--- src/rtl/key_mapping_if.sv ---
// -----------------------------------------------------------------------------
// key_mapping_if
// Groups the front-panel key-mapping signals into one bundle.
//   btn_bus    : debounced button levels [12:1], 1 = pressed
//   mode       : 1 = Morse, other values = normal
//   state      : upstream FSM state (carried, unused by the mapper)
//   dit_gap_ms : Morse dit length in ms (0 behaves as 1)
//   freeze     : 1 = suppress all key events
//   key_packet : {type[10:8], data[7:0]}, held between events
//   key_valid  : one-cycle strobe qualifying key_packet
// master = side that drives buttons/config, slave = the mapper.
// -----------------------------------------------------------------------------
interface key_mapping_if;
    logic [12:1] btn_bus;
    logic [1:0]  mode;
    logic [2:0]  state;
    logic [15:0] dit_gap_ms;
    logic        freeze;
    logic [10:0] key_packet;
    logic        key_valid;

    modport master (
        output btn_bus, mode, state, dit_gap_ms, freeze,
        input  key_packet, key_valid
    );

    modport slave (
        input  btn_bus, mode, state, dit_gap_ms, freeze,
        output key_packet, key_valid
    );
endinterface

--- src/rtl/key_mapping.sv ---
// -----------------------------------------------------------------------------
// key_mapping
// Turns the 12 debounced buttons into single-cycle 11-bit key packets:
// Morse short/long on release, auto-repeating data keys, one-hot control keys.
// Ports:
//   clk   : system clock, rising edge
//   rst_n : synchronous reset, ACTIVE-HIGH (legacy name kept)
//   bus   : key_mapping_if.slave (buttons, mode, dit gap, freeze, packet out)
// -----------------------------------------------------------------------------
module key_mapping #(
    parameter int unsigned CLKS_PER_MS      = 100,
    parameter int unsigned REPEAT_DELAY_MS  = 300,
    parameter int unsigned REPEAT_PERIOD_MS = 100
) (
    input  logic          clk,
    input  logic          rst_n,
    key_mapping_if.slave  bus
);

    typedef enum logic [1:0] {
        IDLE         = 2'd0,
        PRESS_MORSE  = 2'd1,
        PRESS_REPEAT = 2'd2,
        PRESS_CTRL   = 2'd3
    } state_e;

    localparam int unsigned PW = (CLKS_PER_MS > 1) ? $clog2(CLKS_PER_MS) : 1;
    localparam logic [PW-1:0] PRESC_MAX = PW'(CLKS_PER_MS - 1);

    state_e      st_q, st_d;
    logic [12:1] btn_q, btn_d;
    logic [12:1] btn_prev_q, btn_prev_d;
    logic        armed_q, armed_d;
    logic [12:1] active_mask_q, active_mask_d;
    logic [7:0]  active_data_q, active_data_d;
    logic [PW-1:0] presc_q, presc_d;
    logic [15:0] ms_q, ms_d;
    logic        first_rep_q, first_rep_d;
    logic [10:0] key_packet_q, key_packet_d;
    logic        key_valid_q, key_valid_d;

    logic [12:1] rise_s;
    logic [3:0]  sel_idx_s;
    logic        sel_found_s;
    logic        tick_s;
    logic        held_s;
    logic [15:0] held_ms_s;
    logic [15:0] dit_eff_s;
    logic [17:0] limit_s;
    logic [15:0] rep_target_s;
    logic        unused_s;

    assign unused_s = ^bus.state;

    // Lowest-index rising button among this cycle's edges.
    always_comb begin
        sel_idx_s   = 4'd0;
        sel_found_s = 1'b0;
        for (int i = 12; i >= 1; i--) begin
            if (rise_s[i]) begin
                sel_idx_s   = 4'(i);
                sel_found_s = 1'b1;
            end else begin
                sel_idx_s   = sel_idx_s;
            end
        end
    end

    // Edge detection, timebase and next-state / event generation.
    always_comb begin
        st_d          = st_q;
        btn_d         = bus.btn_bus;
        // First cycle after reset copies the live levels so a held button is not an edge.
        btn_prev_d    = armed_q ? btn_q : bus.btn_bus;
        armed_d       = 1'b1;
        active_mask_d = active_mask_q;
        active_data_d = active_data_q;
        first_rep_d   = first_rep_q;
        key_packet_d  = key_packet_q;
        key_valid_d   = 1'b0;

        rise_s = armed_q ? (btn_q & ~btn_prev_q) : 12'd0;
        held_s = |(btn_q & active_mask_q);

        tick_s  = (presc_q == PRESC_MAX);
        presc_d = tick_s ? '0 : presc_q + 1'b1;
        // held_ms_s is the ms count including a tick landing this cycle.
        if (tick_s && (ms_q != 16'hFFFF)) begin
            held_ms_s = ms_q + 16'd1;
        end else begin
            held_ms_s = ms_q;
        end
        ms_d = held_ms_s;

        dit_eff_s    = (bus.dit_gap_ms == 16'd0) ? 16'd1 : bus.dit_gap_ms;
        limit_s      = {2'b00, dit_eff_s} * 18'd3;
        rep_target_s = first_rep_q ? 16'(REPEAT_DELAY_MS) : 16'(REPEAT_PERIOD_MS);

        case (st_q)
            IDLE: begin
                if (sel_found_s && !bus.freeze) begin
                    active_mask_d = 12'd1 << (sel_idx_s - 4'd1);
                    presc_d       = '0;
                    ms_d          = 16'd0;
                    first_rep_d   = 1'b1;
                    if ((sel_idx_s == 4'd1) && (bus.mode == 2'd1)) begin
                        st_d = PRESS_MORSE;
                    end else if (sel_idx_s <= 4'd6) begin
                        st_d          = PRESS_REPEAT;
                        active_data_d = {4'd0, sel_idx_s};
                        key_packet_d  = {3'b000, 4'd0, sel_idx_s};
                        key_valid_d   = 1'b1;
                    end else begin
                        st_d         = PRESS_CTRL;
                        key_packet_d = {3'b100, 8'd1 << (sel_idx_s - 4'd7)};
                        key_valid_d  = 1'b1;
                    end
                end else begin
                    st_d = IDLE;
                end
            end
            PRESS_MORSE: begin
                if (!held_s) begin
                    st_d         = IDLE;
                    key_packet_d = ({2'b00, held_ms_s} < limit_s) ? 11'h001 : 11'h101;
                    key_valid_d  = 1'b1;
                end else begin
                    st_d = PRESS_MORSE;
                end
            end
            PRESS_REPEAT: begin
                // Release is checked first so it beats a repeat due this cycle.
                if (!held_s) begin
                    st_d = IDLE;
                end else if (tick_s && (held_ms_s == rep_target_s)) begin
                    ms_d         = 16'd0;
                    first_rep_d  = 1'b0;
                    key_packet_d = {3'b000, active_data_q};
                    key_valid_d  = 1'b1;
                end else begin
                    st_d = PRESS_REPEAT;
                end
            end
            PRESS_CTRL: begin
                if (!held_s) begin
                    st_d = IDLE;
                end else begin
                    st_d = PRESS_CTRL;
                end
            end
            default: begin
                st_d = IDLE;
            end
        endcase

        if (bus.freeze) begin
            st_d         = IDLE;
            key_valid_d  = 1'b0;
            key_packet_d = key_packet_q;
        end else begin
            st_d = st_d;
        end
    end

    // State and datapath registers with synchronous active-high reset.
    always_ff @(posedge clk) begin
        if (rst_n) begin
            st_q          <= IDLE;
            btn_q         <= 12'd0;
            btn_prev_q    <= 12'd0;
            armed_q       <= 1'b0;
            active_mask_q <= 12'd0;
            active_data_q <= 8'd0;
            presc_q       <= '0;
            ms_q          <= 16'd0;
            first_rep_q   <= 1'b0;
            key_packet_q  <= 11'd0;
            key_valid_q   <= 1'b0;
        end else begin
            st_q          <= st_d;
            btn_q         <= btn_d;
            btn_prev_q    <= btn_prev_d;
            armed_q       <= armed_d;
            active_mask_q <= active_mask_d;
            active_data_q <= active_data_d;
            presc_q       <= presc_d;
            ms_q          <= ms_d;
            first_rep_q   <= first_rep_d;
            key_packet_q  <= key_packet_d;
            key_valid_q   <= key_valid_d;
        end
    end

    assign bus.key_packet = key_packet_q;
    assign bus.key_valid  = key_valid_q;

endmodule

--- src/flat_wrapper.sv ---
// flat-port wrapper written by rule: the top's interface ports become plain ports
module key_mapping_flat 
#(
    parameter int unsigned CLKS_PER_MS      = 100,
    parameter int unsigned REPEAT_DELAY_MS  = 300,
    parameter int unsigned REPEAT_PERIOD_MS = 100
)
  (clk, rst_n, bus_btn_bus, bus_mode, bus_state, bus_dit_gap_ms, bus_freeze, bus_key_packet, bus_key_valid);
  key_mapping_if bus_i ();
  input  logic clk;
  input  logic rst_n;
  input wire logic [$bits(bus_i.btn_bus)-1:0] bus_btn_bus;
  input wire logic [$bits(bus_i.mode)-1:0] bus_mode;
  input wire logic [$bits(bus_i.state)-1:0] bus_state;
  input wire logic [$bits(bus_i.dit_gap_ms)-1:0] bus_dit_gap_ms;
  input wire logic [$bits(bus_i.freeze)-1:0] bus_freeze;
  output wire logic [$bits(bus_i.key_packet)-1:0] bus_key_packet;
  output wire logic [$bits(bus_i.key_valid)-1:0] bus_key_valid;
  assign bus_i.btn_bus = bus_btn_bus;
  assign bus_i.mode = bus_mode;
  assign bus_i.state = bus_state;
  assign bus_i.dit_gap_ms = bus_dit_gap_ms;
  assign bus_i.freeze = bus_freeze;
  assign bus_key_packet = bus_i.key_packet;
  assign bus_key_valid = bus_i.key_valid;
  key_mapping #(.CLKS_PER_MS(CLKS_PER_MS), .REPEAT_DELAY_MS(REPEAT_DELAY_MS), .REPEAT_PERIOD_MS(REPEAT_PERIOD_MS)) u_core (.clk(clk), .rst_n(rst_n), .bus(bus_i));
endmodule
--- config.mk ---
export PLATFORM = sky130hd
export DESIGN_NAME = key_mapping_flat
export DESIGN_NICKNAME = d
export VERILOG_FILES = /design/src/rtl/key_mapping_if.sv /design/src/rtl/key_mapping.sv /design/src/flat_wrapper.sv
export SDC_FILE = /design/constraint.sdc
export NUM_CORES = 1
export LEC_CHECK = 0
export BUFFER_PORTS_ARGS = -buffer_cell sky130_fd_sc_hd__buf_2
export CORE_UTILIZATION = 30
export DETAILED_ROUTE_END_ITERATION = 8
export SLEW_MARGIN = 40
export SYNTH_ARGS = -nofsm -noshare
export SYNTH_HDL_FRONTEND = slang
export SYNTH_SLANG_ARGS = --single-unit
--- constraint.sdc ---
create_clock -name clk -period 10.6 [get_ports clk]
set_input_delay 2.12 -clock clk [delete_from_list [all_inputs] [get_ports clk]]
set_output_delay 2.12 -clock clk [all_outputs]
set_load 0.1 [all_outputs]
==> impl_metrics.yaml <==
run_status:
  outcome: "finished clean"
setup_path:
  crit_slowest_cell: "fa_1"
  end_kind: "flop"
  critical_path_class: "input port to flop"
  crit_required_ps: 10880
  path_buf_inv: 2
  cp_cell_sequence: "buf_2 > inv_1 > ha_1 > nand4_1 > nor4_2 > nor2_1 > fa_1 > a211oi_1 > o21bai_1 > a31o_2 > a221o_1 > o21ai_0 > nand2b_1 > a21oi_1 > xor2_1 > ha_1 > o21a_1 > o2111ai_1 > a221oi_1 > o31ai_1 > a21oi_1 > nand2_1 > a211oi_1 > a22o_1"
  slowest_delay_ps: 500
  crit_family: "compound AO/OA/AOI/OAI gates"
  timing.critical_path.fanout_max: 4
  cp.arrival_ps: 6760
  start_kind: "input port"
yosys:
  synth_area_leader_cell: "dfxtp_1"
  synth.area.top_cells: "dfxtp_1 (31%), ha_1 (11%), nor2_1 (5.0%), nor2b_1 (4.8%), a21oi_1 (4.0%)"
  ys_seq_elements: 78
  async_flop_share_pct: 0
  synthFlopType: "dfxtp_1"
  synth-xor-area-share_pct: 4.39
  synthesis.area_sq_um: 4980
  synth_edf_count: 0
  synth_seq_area_share_pct: 31.3
  synth_simple_gate_area_share_pct: 25.9
  synth_compound_area_share_pct: 19.9
  ys_types: 66
  synthAdderAreaFrac_pct: 11.2
  synth_top_family_by_area: "simple AND/OR/NAND/NOR gates"
  synth_area_per_cell_sq_um: 8.28
  yosys_warnings: 0
  synth_nets: 682
  synth_mux_area_share_pct: 3.44
  netlist_instances: 602
  yosysTopAreaCellShare_pct: 31.3
clock_network:
  ctsHoldBuffers: 0
  cts_setup_buffers: 0
  root_buffer: "clkbuf_16"
  numCtsBuffers: 9
  clkSinkCount: 78
  cts_tree: "done"
  cts-resized-gates: 0
  htree_levels: 3
  clock_latency_ps: 340
  path_clk_slew_ps: 60
  clockBufferDepth: 2
grt:
  grt_pass1_wl_mm: 19.8
  grt_start_max_net_pins: 49
  antenna_found_initial: 0
  grt_use_total_pct: 14.7
  grt_pass1_vias: 4028
  gr-total-overflow: 0
pwr:
  power.total_mw: 0.766
  netSwitchingPower_mw: 0.227
  cellPowerDensity_nw_per_um2: 133
  leakage_nw: 2.42
  ir_drop_mv: 0.0928
  p_comb_share_pct: 18.6
  p_seq_share_pct: 40.6
  p_int_mw: 0.540
  clockPowerShare_pct: 40.8
  netSwitchingFraction_pct: 29.6
run:
  cap_violations: 0
route:
  wire_per_inst_microns: 13.6
  antenna_left: 0
  drt_iter0_drc: 238
  met2_length_mm: 5.29
  drc: 0
  top_layer_used: "met4"
  wirelength_mm: 11.8
  drt_pass1_iterations: 5
  wl_met1_mm: 5.90
  vias: 4333
  vias_per_cell: 5.02
  met3_length_microns: 528
sta:
  finClkSkew_ps: 9.76
  fin_crit_sh_pct: 61.1
  tns_ps: 0
  worst_slew_pin_slew_ps: 679
  rsz0062_at_grt: "false"
  finalSetupViolCount: 0
  hold_viol_final: 0
  max_slew_margin_pct: 54.5
  timing.final.crit_period_ps: 6480
  holdWs_ps: 441
  slew_viol_final: 0
  max_freq_mhz: 154
floorplanning:
  initial_core_util_pct: 31.0
  die_area_sq_um: 17100
  ios: 48
  die_y_microns: 131
  core_area_sq_um: 16100
  die_x_microns: 131
  num_rows: 46
finish:
  drive_gt1_share_pct: 12.2
  final_core_util_pct: 35.9
  final_nets: 723
  final_cell_mix: "dfxtp_1 (78), nor2_1 (66), ha_1 (43), buf_2 (42), a21oi_1 (40)"
  areaGrowthSynthToFinish_pct: 15.7
  fillCellCount: 1671
  mostFrequentLayoutCell: "dfxtp_1"
  diodes: 0
placed_design:
  routabilityCongestion: 0.826
  port_buffers: 43
  dpl.hpwl_mm: 9.00
hold_path:
  hold_class: "flop to flop"
-- cells in the mapped netlist (3+ instances only) --
cell	n
a211oi_1	5
a21boi_0	3
a21o_1	10
a21oi_1	40
a221oi_1	5
a22o_1	11
a311oi_1	3
a31o_2	4
a31oi_1	6
and2_1	7
and3_1	9
and4_1	5
buf_1	4
clkbuf_1	8
dfxtp_1	78
ha_1	43
inv_1	30
mux2i_1	16
nand2_1	39
nand2b_1	11
nand3_1	19
nand3b_1	3
nand4_1	14
nor2_1	66
nor2b_1	38
nor3_1	14
nor4_1	10
o21a_1	3
o21ai_0	21
o21bai_1	4
o41ai_1	7
xnor2_1	11
xor2_1	14
-- area by class of cell --
type | instances | area, sq um | area share, %
multi-input combinational | 477 | 3280 | 56.9
sequential | 78 | 1560 | 27.1
tap | 216 | 270 | 4.69
timing repair buffer | 46 | 240 | 4.17
clock buffer | 10 | 229 | 3.97
inverter | 31 | 116 | 2.02
clock inverter | 6 | 70.1 | 1.22
-- logic make-up (layout without fill, tap and decap cells) --
group,after synthesis,count (layout)
xor+xnor,25,25
compound gates,143,143
buf+inv,47,93
mux,17,17
simple gates,247,247
other cells,1,1
fa+ha+maj,44,44
flops,78,78
-- routing by layer --
metal | up-vias | GRT usage, %
met2 | 85 | 22.4
met1 | 1979 | 21.1
li1 | 2262 | -
met4 | 0 | 3.11
met5 | - | 0
met3 | 7 | 3.22
-- flip-flops by register name (all words and copies together) (netlist names) --
| register | cells |
|---|---|
| u_core.ms_q | 16 |
| u_core.active_mask_q | 12 |
| u_core.btn_prev_q | 12 |
| u_core.btn_q | 12 |
| u_core.bus.key_packet | 10 |
| u_core.presc_q | 7 |
| u_core.active_data_q | 4 |
| u_core.st_q | 2 |
| u_core.armed_q | 1 |
| u_core.bus.key_valid | 1 |
| u_core.first_rep_q | 1 |
-- worst paths after layout --
| check | start | cells past startpoint | slack, ps | endpoint |
|---|---|---|---|---|
| min reg2reg | u_core.presc_q[0] | 1 | 440 | u_core.presc_q[0] |
| max reg2reg | u_core.ms_q[0] | 9 | 6810 | u_core.ms_q[0] |
| max | bus_dit_gap_ms[14] | 24 | 4120 | u_core.bus.key_packet[8] |
| min | u_core.presc_q[0] | 1 | 440 | u_core.presc_q[0] |
-- power groups by stage --
stage | clock (mW) | sequential, mW | combinational (mW)
floorplan | 0 | 0.329 | 0.0941
global placement | 0 | 0.318 | 0.140
detailed placement | 0 | 0.318 | 0.141
CTS | 0.318 | 0.311 | 0.142
global route | 0.335 | 0.312 | 0.160
finish | 0.313 | 0.311 | 0.142
-- worst register-to-register path: stages, from the launching register on --
cell and delay [ps]:
dfxtp_1 400, ha_1 300, and4_1 290, and4_1 400, nor2_2 120, or3_1 320
a2111o_1 500, o41a_1 520, o21ai_2 590, o21ba_2 250
-- per-stage QoR --
step                      instance area (sq um)  std cells  setup slack, ps
after floorplan                            4980        602             4020
after global placement                     5430        848             3810
after detailed placement                   5440        848             3790
after CTS                                  5740        864             4110
after global routing                       5770        864             3770
final                                      5770        864             4120
Power figures use the tool's default switching activity.
